[config.mk]
export PLATFORM = sky130hd
export DESIGN_NAME = vga_layer_mixer
export DESIGN_NICKNAME = d
export VERILOG_FILES = /design/src/rtl/vga_layer_mixer_pkg.sv /design/src/rtl/vga_timing_gen.sv /design/src/rtl/vga_layer_mixer.sv
export SDC_FILE = /design/constraint.sdc
export NUM_CORES = 1
export LEC_CHECK = 0
export CELL_PAD_IN_SITES_DETAIL_PLACEMENT = 1
export CELL_PAD_IN_SITES_GLOBAL_PLACEMENT = 1
export CORE_MARGIN = 10
export CORE_UTILIZATION = 33
export CTS_CLUSTER_SIZE = 28
export DETAILED_ROUTE_END_ITERATION = 6
export PLACE_DENSITY_LB_ADDON = 0.08
export RECOVER_POWER = 100
export SLEW_MARGIN = 5
export SYNTH_ARGS = -nofsm -noshare
export SYNTH_HDL_FRONTEND = slang
export SYNTH_SLANG_ARGS = --single-unit
[constraint.sdc]
create_clock -name clk_vga -period 3 [get_ports clk_vga]
set_input_delay 0.6 -clock clk_vga [delete_from_list [all_inputs] [get_ports clk_vga]]
set_output_delay 0.6 -clock clk_vga [all_outputs]
set_load 0.01 [all_outputs]
[src/rtl/vga_layer_mixer_pkg.sv]
// Shared constants for the VGA layer mixer: 640x480@60 timing, address and
// colour widths, and the colour-bar helper used by the optional test pattern.
package vga_layer_mixer_pkg;

    localparam int H_DISP          = 640;
    localparam int H_FP            = 16;
    localparam int H_SYNC          = 96;
    localparam int H_BP            = 48;
    localparam int H_TOTAL         = H_DISP + H_FP + H_SYNC + H_BP;
    localparam int V_DISP          = 480;
    localparam int V_FP            = 10;
    localparam int V_SYNC          = 2;
    localparam int V_BP            = 33;
    localparam int V_TOTAL         = V_DISP + V_FP + V_SYNC + V_BP;
    localparam int H_DISP_LEN      = 10;
    localparam int V_DISP_LEN      = 10;
    localparam int COLOR_RGB_DEPTH = 12;

    // Counters share the address width; a 1024-wide space covers both totals.
    localparam int CNT_W      = H_DISP_LEN;
    localparam int COLOR_CH_W = COLOR_RGB_DEPTH / 3;
    localparam int TP_BARS    = 8;

    // Bar order white, yellow, cyan, green, magenta, red, blue, black:
    // each channel is on when the matching index bit is clear.
    function automatic logic [COLOR_RGB_DEPTH-1:0] bar_rgb(input logic [2:0] bar);
        logic r_s;
        logic g_s;
        logic b_s;
        r_s = ~bar[1];
        g_s = ~bar[2];
        b_s = ~bar[0];
        return {{COLOR_CH_W{r_s}}, {COLOR_CH_W{g_s}}, {COLOR_CH_W{b_s}}};
    endfunction

endpackage

[src/rtl/vga_timing_gen.sv]
// Horizontal/vertical pixel counters and the raw (undelayed) timing decodes:
// visible flags, active-low syncs and the frame-start marker at (0,0).
module vga_timing_gen
    import vga_layer_mixer_pkg::*;
#(
    parameter int H_DISP = 640,
    parameter int H_FP   = 16,
    parameter int H_SYNC = 96,
    parameter int H_BP   = 48,
    parameter int V_DISP = 480,
    parameter int V_FP   = 10,
    parameter int V_SYNC = 2,
    parameter int V_BP   = 33
) (
    input  logic             clk_vga,
    input  logic             rst,
    output logic [CNT_W-1:0] h_cnt,
    output logic [CNT_W-1:0] v_cnt,
    output logic             h_vis,
    output logic             v_vis,
    output logic             de_raw,
    output logic             hs_raw,
    output logic             vs_raw,
    output logic             frame_start_raw
);

    localparam logic [CNT_W-1:0] H_LAST     = CNT_W'(H_DISP + H_FP + H_SYNC + H_BP - 1);
    localparam logic [CNT_W-1:0] V_LAST     = CNT_W'(V_DISP + V_FP + V_SYNC + V_BP - 1);
    localparam logic [CNT_W-1:0] H_VIS_END  = CNT_W'(H_DISP);
    localparam logic [CNT_W-1:0] V_VIS_END  = CNT_W'(V_DISP);
    localparam logic [CNT_W-1:0] HS_START   = CNT_W'(H_DISP + H_FP);
    localparam logic [CNT_W-1:0] HS_END     = CNT_W'(H_DISP + H_FP + H_SYNC);
    localparam logic [CNT_W-1:0] VS_START   = CNT_W'(V_DISP + V_FP);
    localparam logic [CNT_W-1:0] VS_END     = CNT_W'(V_DISP + V_FP + V_SYNC);

    logic [CNT_W-1:0] h_cnt_r;
    logic [CNT_W-1:0] v_cnt_r;

    // Pixel/line counters; h and v wrap together on the last pixel of the frame.
    always_ff @(posedge clk_vga or posedge rst) begin
        if (rst) begin
            h_cnt_r <= {CNT_W{1'b0}};
            v_cnt_r <= {CNT_W{1'b0}};
        end else if (h_cnt_r == H_LAST) begin
            h_cnt_r <= {CNT_W{1'b0}};
            if (v_cnt_r == V_LAST) begin
                v_cnt_r <= {CNT_W{1'b0}};
            end else begin
                v_cnt_r <= v_cnt_r + 10'd1;
            end
        end else begin
            h_cnt_r <= h_cnt_r + 10'd1;
        end
    end

    // Raw timing decodes straight from the counter state.
    always_comb begin
        h_vis           = 1'b0;
        v_vis           = 1'b0;
        hs_raw          = 1'b1;
        vs_raw          = 1'b1;
        frame_start_raw = 1'b0;
        h_vis           = (h_cnt_r < H_VIS_END);
        v_vis           = (v_cnt_r < V_VIS_END);
        hs_raw          = ~((h_cnt_r >= HS_START) && (h_cnt_r < HS_END));
        vs_raw          = ~((v_cnt_r >= VS_START) && (v_cnt_r < VS_END));
        frame_start_raw = (h_cnt_r == {CNT_W{1'b0}}) && (v_cnt_r == {CNT_W{1'b0}});
    end

    assign h_cnt  = h_cnt_r;
    assign v_cnt  = v_cnt_r;
    assign de_raw = h_vis & v_vis;

endmodule

[src/rtl/vga_layer_mixer.sv]
// Frame-side VGA mixer: issues pixel requests to every layer, captures the
// layers' rgb/alpha one cycle later, composites them by fixed priority
// (layer 0 on top) over a background and drives the registered VGA pins.
// Pins lag the request stage by exactly two clocks.
// Optional build macro VGA_TEST_PATTERN_EN replaces the background with
// eight vertical colour bars selected from the delayed request column.
module vga_layer_mixer
    import vga_layer_mixer_pkg::*;
#(
    parameter int H_DISP = 640,
    parameter int H_FP   = 16,
    parameter int H_SYNC = 96,
    parameter int H_BP   = 48,
    parameter int V_DISP = 480,
    parameter int V_FP   = 10,
    parameter int V_SYNC = 2,
    parameter int V_BP   = 33,
    parameter int LAYERS = 4,
    parameter int RGB_W  = COLOR_RGB_DEPTH
) (
    input  logic                    clk_vga,
    input  logic                    rst,
    input  logic                    en_i,
    input  logic [RGB_W-1:0]        bg_rgb_i,
    input  logic [LAYERS*RGB_W-1:0] layer_rgb_i,
    input  logic [LAYERS-1:0]       layer_alpha_i,
    output logic [H_DISP_LEN-1:0]   req_x_addr_o,
    output logic [V_DISP_LEN-1:0]   req_y_addr_o,
    output logic                    v_sync_o,
    output logic                    frame_start_o,
    output logic                    vga_hs_o,
    output logic                    vga_vs_o,
    output logic                    vga_de_o,
    output logic [RGB_W-1:0]        vga_rgb_o
);

    logic [CNT_W-1:0] h_cnt_s;
    logic [CNT_W-1:0] v_cnt_s;
    logic             h_vis_s;
    logic             v_vis_s;
    logic             de_raw_s;
    logic             hs_raw_s;
    logic             vs_raw_s;
    logic             frame_start_raw_s;

    // Stage 0: request registers
    logic [H_DISP_LEN-1:0] req_x_r;
    logic [V_DISP_LEN-1:0] req_y_r;
    logic                  v_sync_r;
    logic                  frame_start_r;
    logic                  hs_s0_r;
    logic                  de_s0_r;

    // Stage 1: timing aligned with the layer read data
    logic                  de_d1_r;
    logic                  hs_d1_r;
    logic                  vs_d1_r;

    // Stage 2: pin registers
    logic                  pin_hs_r;
    logic                  pin_vs_r;
    logic                  pin_de_r;
    logic [RGB_W-1:0]      pin_rgb_r;

    logic                  layer_hit_s;
    logic [RGB_W-1:0]      layer_pick_s;
    logic [RGB_W-1:0]      bg_s;
    logic [RGB_W-1:0]      pixel_s;

    vga_timing_gen #(
        .H_DISP (H_DISP),
        .H_FP   (H_FP),
        .H_SYNC (H_SYNC),
        .H_BP   (H_BP),
        .V_DISP (V_DISP),
        .V_FP   (V_FP),
        .V_SYNC (V_SYNC),
        .V_BP   (V_BP)
    ) u_timing (
        .clk_vga         (clk_vga),
        .rst             (rst),
        .h_cnt           (h_cnt_s),
        .v_cnt           (v_cnt_s),
        .h_vis           (h_vis_s),
        .v_vis           (v_vis_s),
        .de_raw          (de_raw_s),
        .hs_raw          (hs_raw_s),
        .vs_raw          (vs_raw_s),
        .frame_start_raw (frame_start_raw_s)
    );

    // Stage 0: register the request; blanking addresses park at all-ones so
    // no layer ever matches and their BRAM counters hold.
    always_ff @(posedge clk_vga or posedge rst) begin
        if (rst) begin
            req_x_r       <= {H_DISP_LEN{1'b0}};
            req_y_r       <= {V_DISP_LEN{1'b0}};
            v_sync_r      <= 1'b1;
            frame_start_r <= 1'b0;
            hs_s0_r       <= 1'b1;
            de_s0_r       <= 1'b0;
        end else begin
            req_x_r       <= h_vis_s ? h_cnt_s : {H_DISP_LEN{1'b1}};
            req_y_r       <= v_vis_s ? v_cnt_s : {V_DISP_LEN{1'b1}};
            v_sync_r      <= vs_raw_s;
            frame_start_r <= frame_start_raw_s;
            hs_s0_r       <= hs_raw_s;
            de_s0_r       <= de_raw_s;
        end
    end

    // Stage 1: delay timing by the layers' one-cycle read latency.
    always_ff @(posedge clk_vga or posedge rst) begin
        if (rst) begin
            de_d1_r <= 1'b0;
            hs_d1_r <= 1'b1;
            vs_d1_r <= 1'b1;
        end else begin
            de_d1_r <= de_s0_r;
            hs_d1_r <= hs_s0_r;
            vs_d1_r <= v_sync_r;
        end
    end

    // Priority pick: walk from the lowest-priority layer up so layer 0 wins.
    always_comb begin
        layer_hit_s  = 1'b0;
        layer_pick_s = {RGB_W{1'b0}};
        for (int k = LAYERS - 1; k >= 0; k--) begin
            layer_pick_s = layer_alpha_i[k] ? layer_rgb_i[k*RGB_W +: RGB_W] : layer_pick_s;
            layer_hit_s  = layer_hit_s | layer_alpha_i[k];
        end
    end

`ifdef VGA_TEST_PATTERN_EN
    localparam int BAR_W = H_DISP / TP_BARS;

    logic [H_DISP_LEN-1:0] x_d1_r;
    logic [2:0]            bar_idx_s;

    // Delayed column so the bar lines up with the layer data of the same pixel.
    always_ff @(posedge clk_vga or posedge rst) begin
        if (rst) begin
            x_d1_r <= {H_DISP_LEN{1'b0}};
        end else begin
            x_d1_r <= req_x_r;
        end
    end

    // Bar index by threshold compare, avoiding a divider.
    always_comb begin
        bar_idx_s = 3'd0;
        for (int i = 1; i < TP_BARS; i++) begin
            bar_idx_s = (x_d1_r >= H_DISP_LEN'(i * BAR_W)) ? 3'(i) : bar_idx_s;
        end
        bg_s = RGB_W'(bar_rgb(bar_idx_s));
    end
`else
    assign bg_s = bg_rgb_i;
`endif

    // Final colour: blank outside the visible area or while display is off.
    always_comb begin
        pixel_s = {RGB_W{1'b0}};
        if (de_d1_r && en_i) begin
            pixel_s = layer_hit_s ? layer_pick_s : bg_s;
        end else begin
            pixel_s = {RGB_W{1'b0}};
        end
    end

    // Stage 2: pin registers; syncs travel with the colour they belong to.
    always_ff @(posedge clk_vga or posedge rst) begin
        if (rst) begin
            pin_hs_r  <= 1'b1;
            pin_vs_r  <= 1'b1;
            pin_de_r  <= 1'b0;
            pin_rgb_r <= {RGB_W{1'b0}};
        end else begin
            pin_hs_r  <= hs_d1_r;
            pin_vs_r  <= vs_d1_r;
            pin_de_r  <= de_d1_r;
            pin_rgb_r <= pixel_s;
        end
    end

    assign req_x_addr_o  = req_x_r;
    assign req_y_addr_o  = req_y_r;
    assign v_sync_o      = v_sync_r;
    assign frame_start_o = frame_start_r;
    assign vga_hs_o      = pin_hs_r;
    assign vga_vs_o      = pin_vs_r;
    assign vga_de_o      = pin_de_r;
    assign vga_rgb_o     = pin_rgb_r;

endmodule

==> results.md <==
- TritonCTS built the clock tree.
- The final hold violation count is 0.
- The leakage power of the design is 1.90 nW.
- The worst register-to-register path begins at u_timing.h_cnt[5]$_DFF_PP0_.
- The maximum clock path buffer count is 2.
- The final count of negative-setup-slack endpoints is 0.
- The maximum fanout along the worst path is 10.
- The worst-case clock skew is 0.00729 ns.
- Counting tap cells, the placed design contains a total of 462 instances.
- The per-cell via count in the routed design is approximately 5.
- The post-layout instance count excluding filler cells is 478.
- The detailed router placed 2370 vias in this run.
- The Yosys step of the flow raised 0 warnings.
- The first global-routing pass estimated 14000 um of wire.
- The clock net sink count is 62.
- For hold timing, the worst endpoint is de_d1_r$_DFF_PP0_.
- The number of levels the H-tree was split into is 3.
- The number of gates resized after CTS was 0.
- The worst register-to-register path ends at u_timing.v_cnt[9]$_DFFE_PP0N_.
- The clock-pin slew on the worst setup and hold paths is about 0.070 ns.
- The number of pins exceeding their max-slew limit in the final report is 0.
- After floorplanning, the core was divided into 33 placement rows.
- The placer congestion estimate is 0.843.
- The via count of the first global-routing pass was 2489.
- The die boundary height is roughly 110 um.
- The cell area that synthesis handed to floorplanning was 2750 um^2.
- The count of distinct cell types in the synthesized netlist is 37.
- The flow ran to the end, and the final reports show no timing, DRC or antenna violations.
- The detailed-route DRC error count is 0.
- The completed layout was analyzed and its total power is 1.79 mW.
- The source of the worst hold timing path is de_s0_r$_DFF_PP0_.
- The remaining number of nets flagged by the antenna check after routing is 0.
- Buffers inserted during clock tree synthesis total 9.
- The required time of the critical path is 3.25 ns.
- For this run the aggregate overflow at the end of global routing stands at 0.
- For the finished layout, the period the worst path requires is 2.37 ns.
- When the netlist entered floorplanning its net count stood at 335.
- The number of cell instances on the worst register-to-register path is 4.
- The number of antenna diodes in the final layout is 0.
- The total of hold buffers inserted after clock tree synthesis is 0.
- Once layout is done, the placed cells without fillers occupy 4060 um^2.
- In this run the tool buffered the top-level ports with 103 buffer cells.
- The sequential-to-total area share from yosys stat is 0.567.
- The timing-limited maximum frequency is between 400 and 500 MHz.
- The count of TritonRoute iterations in the first routing pass is 5.
- The number of antenna violations at the first check in global routing is 0.
- The average instance in the mapped netlist occupies 10.4 um^2.
- The number of instances on the worst hold path is 0.
- After the last flow step, the layout net total stands at 439.
- The gate count after technology mapping is 264.
- The worst slew slack as a fraction of its limit is 0.251.
- The synthesis-to-finish area growth is 47.6%.
- Dividing total power by cell area gives a power density of ~440 nW/um^2.
- Fill cells in the final layout number between 900 and 1000.
- After synthesis, the cell types taking the most area are dfrtp_1, dfstp_2, nand2b_1, o21ai_0, a21oi_1.
- Of the cells placed in the final design, the portion with a size suffix greater than 1 is 0.0992.
- STA classifies the critical path endpoint as a flip-flop.
- Across every metal layer, demand over resource in global routing totals 0.140.
- The library cell used most frequently in the layout, excluding fill and tap cells, is clkdlybuf4s50_1.
- In the final routing, the length of wire on met1 measures 4090 um.
- The worst ir drop on vdd is 0.224 mV.
- CTS placed an instance of clkbuf_8 at the clock tree root.
- The area of placed instances is 3880 um^2.
- Max-cap violations in this run came to 0.
- The HPWL after detailed placement is 6580 um.
- The starting density of the core is 0.336.
- Pin placement for this block handled roughly 100 I/O pins.
- The sequential cells in the finished layout cover a total of 1560 um^2.
- Setup repair after global routing left no endpoint under its margin.
- The transition time at the pin with the least slew margin is approximately 1.1 ns.
- The average wire per cell in the routed design is ~18 um.
- The nature of the critical path startpoint is a flip-flop.
- The fraction of synthesized cell area taken by the top area cell type is 0.510.
- The routed wire length is 8460 um.
- The worst hold path belongs to the class flip-flop to flip-flop.
- The region available for standard cell placement spans 8180 um^2.
- The reg-to-reg setup timing slack is 0.63 ns.
- Summed over all nets, wire length on met2 after detailed routing comes to 3660 um.
- The highest layer used for signal routing is met4.
- The critical path class is flip-flop to flip-flop.
- The number of storage elements in the synthesis netlist is 62.
- In this run the post-CTS setup repair buffer count came out at 0.
- Dividing the final minimum period by the clock period gives 0.789.
- The later pin in the worst-skew pair is clocked with a latency of 0.34 ns.
- Summed over all failing endpoints, the final setup total negative slack is 0 ns.
- The largest total area in the synthesized netlist belongs to dfrtp_1.
- In the layout the commonest cells are clkdlybuf4s50_1, dfrtp_1, dlygate4sd3_1.
- STA puts the critical path data arrival time at 2.61 ns.
- The worst hold slack is ~0.34 ns.
- Summed over all nets, wire length on met3 after detailed routing comes to 527 um.
- The floorplan step defined a die boundary enclosing 12400 um^2.
- The multi-input combinational cells in the finished layout cover a total of 1080 um^2.
- The width of the chip is 111 um.
- The maximum number of pins on one net before global-route repair is 48.
- The first routing iteration left 93 violations.
==> routing by layer <==
metal,up-vias,GRT usage
met1,1139,0.185
li1,1126,-
met3,15,0.0368
met5,-,0
met2,90,0.208
met4,0,0.0626
==> logic make-up (layout without fill, tap and decap cells) <==
group,count (synthesis),in the layout,share of synthesized area
fa+ha+maj,4,4,0.0182
xor+xnor,10,10,0.0318
flops,62,62,0.567
mux,2,2,0.00819
simple gates,96,96,0.190
buf+inv,24,133,0.0387
compound gates,66,66,0.147
==> critical path, stage by stage (launching register included) <==
cell and delay [ns]:
dfrtp_1 0.46, or4b_1 0.61, or3_1 0.50, or4_1 0.54, a22oi_1 0.16
==> power by group <==
group | internal [mW] | switching [mW]
Combinational | 0.120 | 0.0809
Clock | 0.425 | 0.308
Sequential | 0.849 | 0.00310
Total | 1.39 | 0.392
==> state kept, by name (all words and copies together), names as in the netlist, 10 cells and up <==
| register | cells |
|---|---|
| req_x_addr_o | 10 |
| req_y_addr_o | 10 |
| u_timing.h_cnt | 10 |
| u_timing.v_cnt | 10 |
| vga_rgb_o | 12 |
==> how the worst max path moves through the flow <==
stage	startpoint	endpoint	slack, ns	depth (start not counted)
2_1_floorplan	u_timing.h_cnt[5]$_DFF_PP0_	u_timing.v_cnt[9]$_DFFE_PP0N_	0.80	6
3_3_place_gp	layer_alpha_i[1]	vga_rgb_o[6]$_DFF_PP0_	0.56	4
3_5_place_dp	layer_alpha_i[1]	vga_rgb_o[0]$_DFF_PP0_	0.44	4
4_1_cts	u_timing.h_cnt[5]$_DFF_PP0_	u_timing.v_cnt[9]$_DFFE_PP0N_	0.66	4
5_1_grt	rst	u_timing.v_cnt[9]$_DFFE_PP0N_	0.42	3
6_report	u_timing.h_cnt[5]$_DFF_PP0_	u_timing.v_cnt[9]$_DFFE_PP0N_	0.63	4
==> through the flow <==
stage	utilization	setup WS, ns
5_1_grt	0.497	0.424
2_1_floorplan	-	0.803
4_1_cts	0.499	0.665
6_report	0.497	0.633
3_5_place_dp	0.475	0.443
3_3_place_gp	0.475	0.557
==> Yosys cell counts <==
master	number
dfrtp_1	56
nand2_1	24
o21ai_0	22
nand2b_1	20
a21oi_1	18
inv_1	11
clkbuf_1	10
nor2_1	10
nand3_1	9
a31o_2	8
o22ai_1	8
dfstp_2	6
xor2_1	6
and3_1	5
nor4_1	5
a22oi_1	4
ha_1	4
or2_2	4
xnor2_1	4
and2_1	3
nor2b_1	3
nor3_1	3
or4_1	3
a22o_1	2
and4_1	2
buf_6	2
mux2_2	2
a21o_1	1
a222oi_1	1
and4b_1	1
buf_2	1
nand4_1	1
nor3b_1	1
o21ba_2	1
o31ai_1	1
or3_1	1
or4b_4	1
==> area by class of cell <==
class,count,share of cell area
tap,105,0.0324
inverter,11,0.0102
timing repair buffer,106,0.258
clock inverter,4,0.0111
multi-input combinational,178,0.266
sequential,62,0.384
clock buffer,12,0.0382
Power figures use the tool's default switching activity.
